===== src/rtl/booth_acc.sv =====
// Frame accumulator for signed 8-bit Booth products: sums LEN products, then holds the result until acc_ready.
// Build option: define BOOTH_ACC_SAT_EN to saturate on overflow; otherwise the accumulator wraps.
//
//   state | meaning
//   ------+------------------------------------------------
//   ACC   | collecting products, prod_ready high
//   OUT   | frame sum held on acc_out, acc_valid high
module booth_acc #(
   parameter int LEN   = 4,
   parameter int ACC_W = 16
) (
   input  logic             clk,
   input  logic             rst_n,
   input  logic [7:0]       prod_in,
   input  logic             prod_valid,
   output logic             prod_ready,
   input  logic             clear,
   output logic [ACC_W-1:0] acc_out,
   output logic             acc_valid,
   input  logic             acc_ready,
   output logic             ovf
);

   typedef enum logic {ACC, OUT} state_t;

   localparam logic [7:0]       LAST    = 8'(LEN - 1);
   localparam logic [ACC_W-1:0] SAT_MAX = {1'b0, {(ACC_W-1){1'b1}}};
   localparam logic [ACC_W-1:0] SAT_MIN = {1'b1, {(ACC_W-1){1'b0}}};

   state_t           state_q, state_d;
   logic [ACC_W-1:0] acc_q, acc_d;
   logic [7:0]       cnt_q, cnt_d;
   logic             ovf_q, ovf_d;
   logic             live_q, live_d;

   logic [ACC_W:0]   sum_ext;
   logic             sum_ovf;
   logic [ACC_W-1:0] sum_fix;
   logic             accept;

   // live_q keeps prod_ready low for the whole reset and up to the first edge after release
   assign prod_ready = live_q && (state_q == ACC);
   assign accept     = prod_valid && prod_ready;
   assign acc_out    = acc_q;
   assign acc_valid  = (state_q == OUT);
   assign ovf        = ovf_q;

   // one guard bit makes the exact sum visible; overflow when guard and sign disagree
   always_comb begin
      sum_ext = {acc_q[ACC_W-1], acc_q} + {{(ACC_W-7){prod_in[7]}}, prod_in};
      sum_ovf = sum_ext[ACC_W] ^ sum_ext[ACC_W-1];
`ifdef BOOTH_ACC_SAT_EN
      if (sum_ovf)
         sum_fix = sum_ext[ACC_W] ? SAT_MIN : SAT_MAX;
      else
         sum_fix = sum_ext[ACC_W-1:0];
`else
      sum_fix = sum_ext[ACC_W-1:0];
`endif
   end

   always_comb begin
      state_d = state_q;
      acc_d   = acc_q;
      cnt_d   = cnt_q;
      ovf_d   = ovf_q;
      live_d  = 1'b1;
      if (clear) begin
         state_d = ACC;
         acc_d   = '0;
         cnt_d   = '0;
         ovf_d   = 1'b0;
      end else begin
         case (state_q)
            ACC: begin
               if (accept) begin
                  acc_d = sum_fix;
                  ovf_d = ovf_q | sum_ovf;
                  if (cnt_q == LAST) begin
                     cnt_d   = '0;
                     state_d = OUT;
                  end else begin
                     cnt_d = cnt_q + 8'd1;
                  end
               end
            end
            OUT: begin
               if (acc_ready) begin
                  state_d = ACC;
                  acc_d   = '0;
                  cnt_d   = '0;
                  ovf_d   = 1'b0;
               end
            end
            default: state_d = ACC;
         endcase
      end
   end

   always_ff @(posedge clk or negedge rst_n) begin
      if (!rst_n) begin
         state_q <= ACC;
         acc_q   <= '0;
         cnt_q   <= '0;
         ovf_q   <= 1'b0;
         live_q  <= 1'b0;
      end else begin
         state_q <= state_d;
         acc_q   <= acc_d;
         cnt_q   <= cnt_d;
         ovf_q   <= ovf_d;
         live_q  <= live_d;
      end
   end

endmodule

===== config.mk =====
export PLATFORM = sky130hd
export DESIGN_NAME = booth_acc
export DESIGN_NICKNAME = d
export VERILOG_FILES = /design/src/rtl/booth_acc.sv
export SDC_FILE = /design/constraint.sdc
export NUM_CORES = 1
export LEC_CHECK = 0
export ABC_AREA = 1
export CAP_MARGIN = 20
export CORE_ASPECT_RATIO = 1.1
export CORE_UTILIZATION = 58
export DETAILED_ROUTE_END_ITERATION = 7
export GPL_TIMING_DRIVEN = 0
export PLACE_DENSITY = 0.86
export SETUP_SLACK_MARGIN = 0.05
export SYNTH_ARGS = -nofsm -noshare
export SYNTH_HDL_FRONTEND = slang
export SYNTH_SLANG_ARGS = --single-unit
export TNS_END_PERCENT = 1

===== constraint.sdc =====
create_clock -name clk -period 2.84 [get_ports clk]
set_input_delay 0.426 -clock clk [delete_from_list [all_inputs] [get_ports clk]]
set_output_delay 0.426 -clock clk [all_outputs]
set_load 0.01 [all_outputs]

==> results of run 1 <==
-- cells in the final DEF (no fill, tap or decap), types with 2 or more instances in the layout --
cell,instances
nor2_1,17
o21ai_1,3
ha_1,17
clkdlybuf4s50_1,31
buf_6,2
nor3_1,8
nand2_1,93
clkbuf_4,3
inv_2,3
o21ai_0,15
a21oi_2,3
a21oi_1,27
nand3_1,9
nor2_4,2
o21bai_1,2
or2_0,2
dfrtp_1,27
a22o_1,2
nand2_2,3
inv_1,37
nor3_2,4
-- power groups by stage --
stage / clock (mW) / sequential [mW] / combinational [mW]
after floorplan: 0 / 0.452 / 0.205
after global placement: 0 / 0.445 / 0.325
after detailed placement: 0 / 0.446 / 0.336
after CTS: 0.177 / 0.439 / 0.338
after global routing: 0.193 / 0.443 / 0.379
final: 0.173 / 0.439 / 0.338
-- sequential cells by signal (all words and copies together), names as in the netlist --
| signal | flops |
|---|---|
| acc_valid | 1 |
| cnt_q | 8 |
| live_q | 1 |
| ovf | 1 |
| acc_out | 16 |
-- per-stage QoR --
step           hold slack [ns]  area, um^2
2_1_floorplan            0.130        2090
3_3_place_gp             0.492        2460
3_5_place_dp             0.499        2490
4_1_cts                  0.503        2510
5_1_grt                  0.509        2510
6_report                 0.489        2510
-- area by class of cell --
type	count	area, um^2
Buffer	3	27.5
Clock buffer	4	26.3
Fill cell	286	872
Inverter	40	150
Multi-Input combinational cell	222	1240
Sequential cell	27	676
Tap cell	48	60.1
Timing Repair Buffer	32	338
-- synth_stat cells --
library cell  count
fa_1              1
buf_6             2
nor3_2            4
xnor2_1           1
nand3_1           9
nand4_1           1
a21oi_1          27
nand3b_1          1
o21bai_1          2
o21ai_1           3
conb_1            1
inv_2             3
dfrtp_1          27
nor4_1            1
inv_1            37
a21oi_2           3
a32o_1            1
o21ai_0          15
nand2_4           1
or2_0             2
a22o_1            2
o41ai_2           1
nor2_4            2
and2_4            1
nand2_1          93
a31oi_1           1
a21boi_0          1
nand3_4           1
nor2_1           17
buf_2             1
nor3_1            8
nand2_2           3
ha_1             17
nand3_2           1
a211oi_1          1
-- routing by layer --
layer  routed length [um]  up-vias  part of all wire, %
li1                     -     1023                    -
met1                 2040      890                   45
met2                 2340       36                   51
met3                  135        6                  3.0
met4                   49        0                  1.1
met5                    0        -                    0
-- worst reg2reg max path, delay by kind of cell, from the launching register on --
| kind | cells | cell delay [ns] |
|---|---|---|
| AO/OA/AOI/OAI | 1 | 0.13 |
| AND/OR/NAND/NOR | 9 | 0.66 |
| adder cells (fa/ha/maj) | 2 | 0.63 |
| flip-flops | 1 | 0.43 |
-- kinds of logic (layout without fill, tap and decap cells) --
logic type / Yosys count / count (layout) / share of synthesized area (%)
adders and majority gates: 18 / 18 / 11.1
AOI/OAI and AO/OA: 57 / 57 / 15.9
xor gates and xnor gates: 1 / 1 / 0.419
buffers and inverters: 43 / 79 / 8.50
and+or+nand+nor: 145 / 145 / 31.6
DFF: 27 / 27 / 32.3
other: 1 / 1 / 0.179
-- worst max-delay path by stage --
stage / cells after the start / to / slack [ns]
after global placement: 11 / ovf / 0.38
final: 11 / acc_out[15] / 0.70
after detailed placement: 11 / acc_out[15] / 0.32
after CTS: 11 / acc_out[15] / 0.68
after global routing: 11 / ovf / 0.42
after floorplan: 7 / acc_out[4] / 1.05
==> out/qor.csv, run 1 <==
stage,metric,value,unit
timing,final worst path period share,75.3,%
critical_path,"delay-heaviest family, CP",buffers and inverters,
timing,Rel. slew slack,54.8,%
clocking,clk buf depth,2,
drt,vias per cell,5.20,
power_and_ir_drop,Pwr Total,951,uW
power_and_ir_drop,Clock power frac,18.2,%
placement,placed cell count,372,
critical_path,Crit. Startpoint,prod_in[7],
drt,DRT Pass-1 Iters,4,
logic_synthesis,top post-synthesis cells by area,"dfrtp_1 32%, nand2_1 17%, ha_1 10%",
finish,Area growth syn-to-layout,20.3,%
floorplanning,Die Ht,65.0,um
global_route,gr ovfl total,0,
worst_hold_path,Hold Crit Class,in2async,
logic_synthesis,Synth area leader,dfrtp_1,
clocking,TritonCTS clock tree,built,
global_route,vias in the first global route,1787,
run,MaxCap Viol Count,0,
floorplanning,num ports,32,
logic_synthesis,Synth Instances,292,
power_and_ir_drop,Pint,616,uW
floorplanning,Starting Density,61.7,%
critical_path,required time worst endpoint,3.07,ns
floorplanning,core box area,0.00339,mm^2
global_route,initial antenna violation count,0,
floorplanning,die area,0.00385,mm^2
critical_path,crit path buf inv count,2,
finish,"Core Util, Final",74.2,%
power_and_ir_drop,sequential share of power,46.2,%
timing,worst setup margin,0.701,ns
clocking,cts hold-fix bufs,0,
logic_synthesis,Yosys Warn Count,0,
logic_synthesis,Mapped Nets,323,
finish,layout cells sized above 1,8.23,%
clocking,clock-pin slew on the worst setup and hold paths,0.15,ns
critical_path,CP max stage cell,clkdlybuf4s50_1,
run_status,run status,completed,
timing,Slew Limit Fails,0,
logic_synthesis,synth unique cells,35,
power_and_ir_drop,LEAKAGE,1.28,nW
clocking,"Setup Fix Bufs, Post-CTS",0,
timing,RSZ-0062 raised after global routing,false,
critical_path,crit end category,flip-flop,
clocking,CTS Buf Count,3,
global_route,pin count of the biggest net entering global routing,17,
timing,worst-margin pin slew,0.675,ns
placement,pre-CTS worst setup slack,0.321,ns
clocking,CTS resizes,0,
drt,DRT iter0 DRCs,75,
floorplanning,# rows,22,
timing,min Tclk post-route,2.14,ns
logic_synthesis,mapped cell area,0.00209,mm^2
floorplanning,DIE WIDTH,59.2,um
critical_path,Critical Path Source Type,input port,
drt,Vias,1955,
finish,post-route insts no fill,376,
timing,endpoints failing setup,0,
global_route,GR Util met1,32.6,%
finish,fin nets,360,
power_and_ir_drop,VDD IR-drop max,0.292,mV
critical_path,"slowest stage delay, CP",0.63,ns
critical_path,flop-to-flop setup slack,0.92,ns
finish,ANT cells,0,
critical_path,Critical R2R Capture,acc_out[14],
global_route,met2 Use GR,44.2,%
power_and_ir_drop,Switch Pwr,335,uW
critical_path,Reg-to-Reg Start,acc_out[0],
power_and_ir_drop,switching share of power,35.3,%
timing,TNS Setup,0,ns
power_and_ir_drop,Gate power share,35.6,%
timing,Setup Skew,0.00192,ns
logic_synthesis,Post-Syn Area per Cell,7.16,um^2
critical_path,reg2reg path depth,12,
global_route,GR Layer Usage met3,2.40,%
timing,final number of hold-violating endpoints,0,
critical_path,crit path DAT,2.37,ns
placement,DPL Wire Length,3550,um
drt,DRC,0,
power_and_ir_drop,power per cell area,378,mW/mm^2
clocking,H-Tree Depth,1,
placement,# port buffers,31,
drt,final WL,4560,um
placement,Placer Congestion,0.972,
drt,Avg WL per Cell,12.1,um
clocking,CTS Sinks,27,
logic_synthesis,share of the synthesized area in the top cell type,32.3,%
critical_path,critical path's most frequent cell,nand2_1,
critical_path,crit-path cells,clkdlybuf4s50_1 > ha_1 > nand2_1 > inv_1 > nand2_1 > nor3_1 > nand2_1 > nand2_1 > a21oi_1 > o21ai_0 > nand2_1,
logic_synthesis,#FFs+latches synth,27,
logic_synthesis,sequential area share after synthesis,32.3,%
global_route,all-layer global routing usage,25.6,%
global_route,GR peak layer,met2,
drt,DRT antenna net count,0,
clocking,CTS Root Cell,clkbuf_4,
timing,Max Freq,467,MHz
critical_path,critical path class,in2reg,
clocking,later-pin clock latency in the skew report,0.32,ns
global_route,first-pass GRT wire length,7470,um
critical_path,"Max FO, Critical Path",9,
(Power assumes the default switching activity.)
==> inputs of run 2 (changes only) <==
--- a/config.mk
+++ b/config.mk
@@ -8,10 +8,10 @@
 export ABC_AREA = 1
 export CAP_MARGIN = 20
 export CORE_ASPECT_RATIO = 1.1
-export CORE_UTILIZATION = 58
+export CORE_UTILIZATION = 54
 export DETAILED_ROUTE_END_ITERATION = 7
 export GPL_TIMING_DRIVEN = 0
-export PLACE_DENSITY = 0.86
+export PLACE_DENSITY = 0.81
 export SETUP_SLACK_MARGIN = 0.05
 export SYNTH_ARGS = -nofsm -noshare
 export SYNTH_HDL_FRONTEND = slang
==> constraint.sdc (replaced) <==
create_clock -name clk -period 2.2 [get_ports clk]
set_input_delay 0.33 -clock clk [delete_from_list [all_inputs] [get_ports clk]]
set_output_delay 0.33 -clock clk [all_outputs]
set_load 0.01 [all_outputs]
==> out/qor.csv, run 2 (same netlist as run 1, synthesis figures left out) <==
stage,metric,value,unit,change
timing,RSZ-0062 raised after global routing,false,,
critical_path,critical path class,in2reg,,
timing,final worst path period share,89.6,%,
drt,Vias,1998,,+2.2%
floorplanning,num ports,32,,unchanged
drt,DRT iter0 DRCs,113,,+51%
finish,layout cells sized above 1,8.54,%,+0.30 points
critical_path,reg2reg path depth,10,,-2
global_route,pin count of the biggest net entering global routing,16,,-1
finish,final instance area,0.00254,mm^2,+1.0%
finish,ANT cells,0,,unchanged
timing,min Tclk post-route,1.97,ns,
finish,fin nets,360,,unchanged
clocking,later-pin clock latency in the skew report,0.28,ns,-0.04 ns
critical_path,"delay-heaviest family, CP",adder cells,,
finish,fill count,336,,+17%
placement,DPL Wire Length,3760,um,+5.9%
critical_path,crit path DAT,2.19,ns,-0.18 ns
finish,max reg flops,16,,unchanged
power_and_ir_drop,Pwr Total,1.30,mW,+36%
finish,area of the multi-input gates,0.00124,mm^2,unchanged
drt,final WL,4750,um,+4.1%
clocking,CTS Root Cell,clkbuf_8,,
drt,vias per cell,5.29,,+1.7%
floorplanning,die area,0.00412,mm^2,+7.2%
critical_path,critical path's most frequent cell,nand2_1,,
critical_path,required time worst endpoint,2.42,ns,-0.65 ns
floorplanning,# rows,23,,+4.5%
clocking,clk buf depth,2,,unchanged
global_route,initial antenna violation count,0,,unchanged
clocking,H-Tree Depth,1,,unchanged
drt,Avg WL per Cell,12.6,um,+3.5%
clocking,CTS Buf Count,3,,unchanged
timing,worst-margin pin slew,0.702,ns,+0.0269 ns
floorplanning,DIE WIDTH,61.3,um,+3.5%
finish,"commonest non-fill, non-tap cells in the layout","93 x nand2_1, 37 x inv_1, 30 x clkdlybuf4s50_1, 27 x a21oi_1, 27 x dfrtp_1",,
critical_path,Crit. Startpoint,prod_in[0],,
critical_path,"slowest stage delay, CP",0.41,ns,-0.22 ns
drt,DRT Pass-1 Iters,4,,unchanged
timing,final number of hold-violating endpoints,0,,unchanged
critical_path,Stages on worst setup path,11,,unchanged
power_and_ir_drop,VDD IR-drop max,0.336,mV,+15%
global_route,all-layer global routing usage,25.3,%,-0.25 points
finish,Seq. cell area,676,um^2,unchanged
finish,Area growth syn-to-layout,21.5,%,
floorplanning,Die Ht,67.2,um,+3.5%
floorplanning,core box area,0.00368,mm^2,+8.8%
critical_path,crit path buf inv count,1,,-1
clocking,CTS Sinks,27,,unchanged
global_route,first-pass GRT wire length,7760,um,+3.8%
run,MaxCap Viol Count,0,,unchanged
placement,Placement Cell Area,0.00249,mm^2,+0.10%
worst_hold_path,Hold Crit Class,in2async,,
global_route,vias in the first global route,1860,,+4.1%
timing,Rel. slew slack,53.0,%,-1.8 points
global_route,gr ovfl total,0,,unchanged
critical_path,crit-path cells,clkdlybuf4s50_1 > ha_1 > fa_1 > nand2_1 > nand2_1 > and2_4 > nand2_2 > a21boi_0 > o21ai_0 > nand3_1 > nand2_1,,
critical_path,Reg-to-Reg Start,acc_out[0],,
placement,Placer Congestion,0.898,,-7.6%
critical_path,crit end category,flip-flop,,
timing,Max Freq,507,MHz,
clocking,clock-pin slew on the worst setup and hold paths,0.10,ns,-0.05 ns
drt,DRT antenna net count,0,,unchanged
placement,# port buffers,31,,unchanged
timing,Setup Skew,0.00515,ns,+0.00323 ns
power_and_ir_drop,power per cell area,511,mW/mm^2,+35%
power_and_ir_drop,LEAKAGE,1.30,nW,+1.5%
run_status,run status,completed,,
timing,endpoints failing setup,0,,unchanged
finish,"commonest non-fill, non-tap cell in the layout",nand2_1,,
timing,Slew Limit Fails,0,,unchanged
clocking,TritonCTS clock tree,built,,
drt,DRC,0,,unchanged
clocking,"Setup Fix Bufs, Post-CTS",0,,unchanged
floorplanning,Starting Density,56.7,%,-5.0 points
critical_path,CP max stage cell,clkdlybuf4s50_1,,
critical_path,"Max FO, Critical Path",3,,-6
timing,TNS Setup,0,ns,unchanged
critical_path,Critical Path Source Type,input port,,
run 2: changes by cell type in the layout (fill, tap and decap cells not counted), sizes merged:
| cell | delta |
|---|---|
| dlymetal6s2s | +1 |
| clkinv | +1 |
| clkbuf | -1 |
| clkdlybuf4s50 | -1 |
run 2: worst register-to-register path: stages, from the launching register on:
cell      delay, ns
dfrtp_1        0.41
ha_1           0.22
fa_1           0.41
nand2_1        0.07
nand2_1        0.07
and2_4         0.15
nand2_2        0.07
a21boi_0       0.12
o21ai_0        0.19
nand3_1        0.09
nand2_1        0.07
run 2: layout make-up:
type	count	area share, %
Buffer	3	1.08
Clock buffer	3	1.63
Clock inverter	1	0.197
Inverter	40	5.91
Multi-Input combinational cell	222	48.7
Sequential cell	27	26.6
Tap cell	50	2.46
Timing Repair Buffer	32	13.4
run 2: worst paths after layout:
path                       slack [ns]     endpoint
max                              0.23  acc_out[10]
min                              0.47   acc_out[9]
max reg2reg                      0.28  acc_out[10]
min reg2reg                      0.53  acc_out[15]
max in group asynchronous        1.21     cnt_q[4]
min in group clk                 0.53  acc_out[15]
run 2: metal layers:
metal | wire [um] | track usage, % | up-vias
met4 | 64 | 7.10 | 0
met3 | 175 | 2.87 | 6
met2 | 2430 | 46.9 | 40
met1 | 2070 | 30.1 | 933
met5 | 0 | 0 | -
li1 | - | - | 1019
run 2: metrics by stage:
stage / hold slack, ns / cells / utilization, % / setup WS [ns]
after floorplan: 0.0344 / 292 / - / 0.417
after global placement: 0.493 / 373 / 66.8 / -0.157
after detailed placement: 0.501 / 374 / 67.6 / -0.177
after CTS: 0.494 / 378 / 68.9 / 0.112
after global routing: 0.518 / 378 / 68.9 / 0.0922
final: 0.466 / 378 / 68.9 / 0.228
run 2: report_power, final:
part | switching (mW) | internal (mW)
Sequential | 0.0332 | 0.534
Clock | 0.167 | 0.127
Combinational | 0.247 | 0.189
run 2: repair_timing:
item,in CTS,in global routing
hold buffers,0,0
gates resized for setup,0,1
endpoints found under the setup margin,0,6
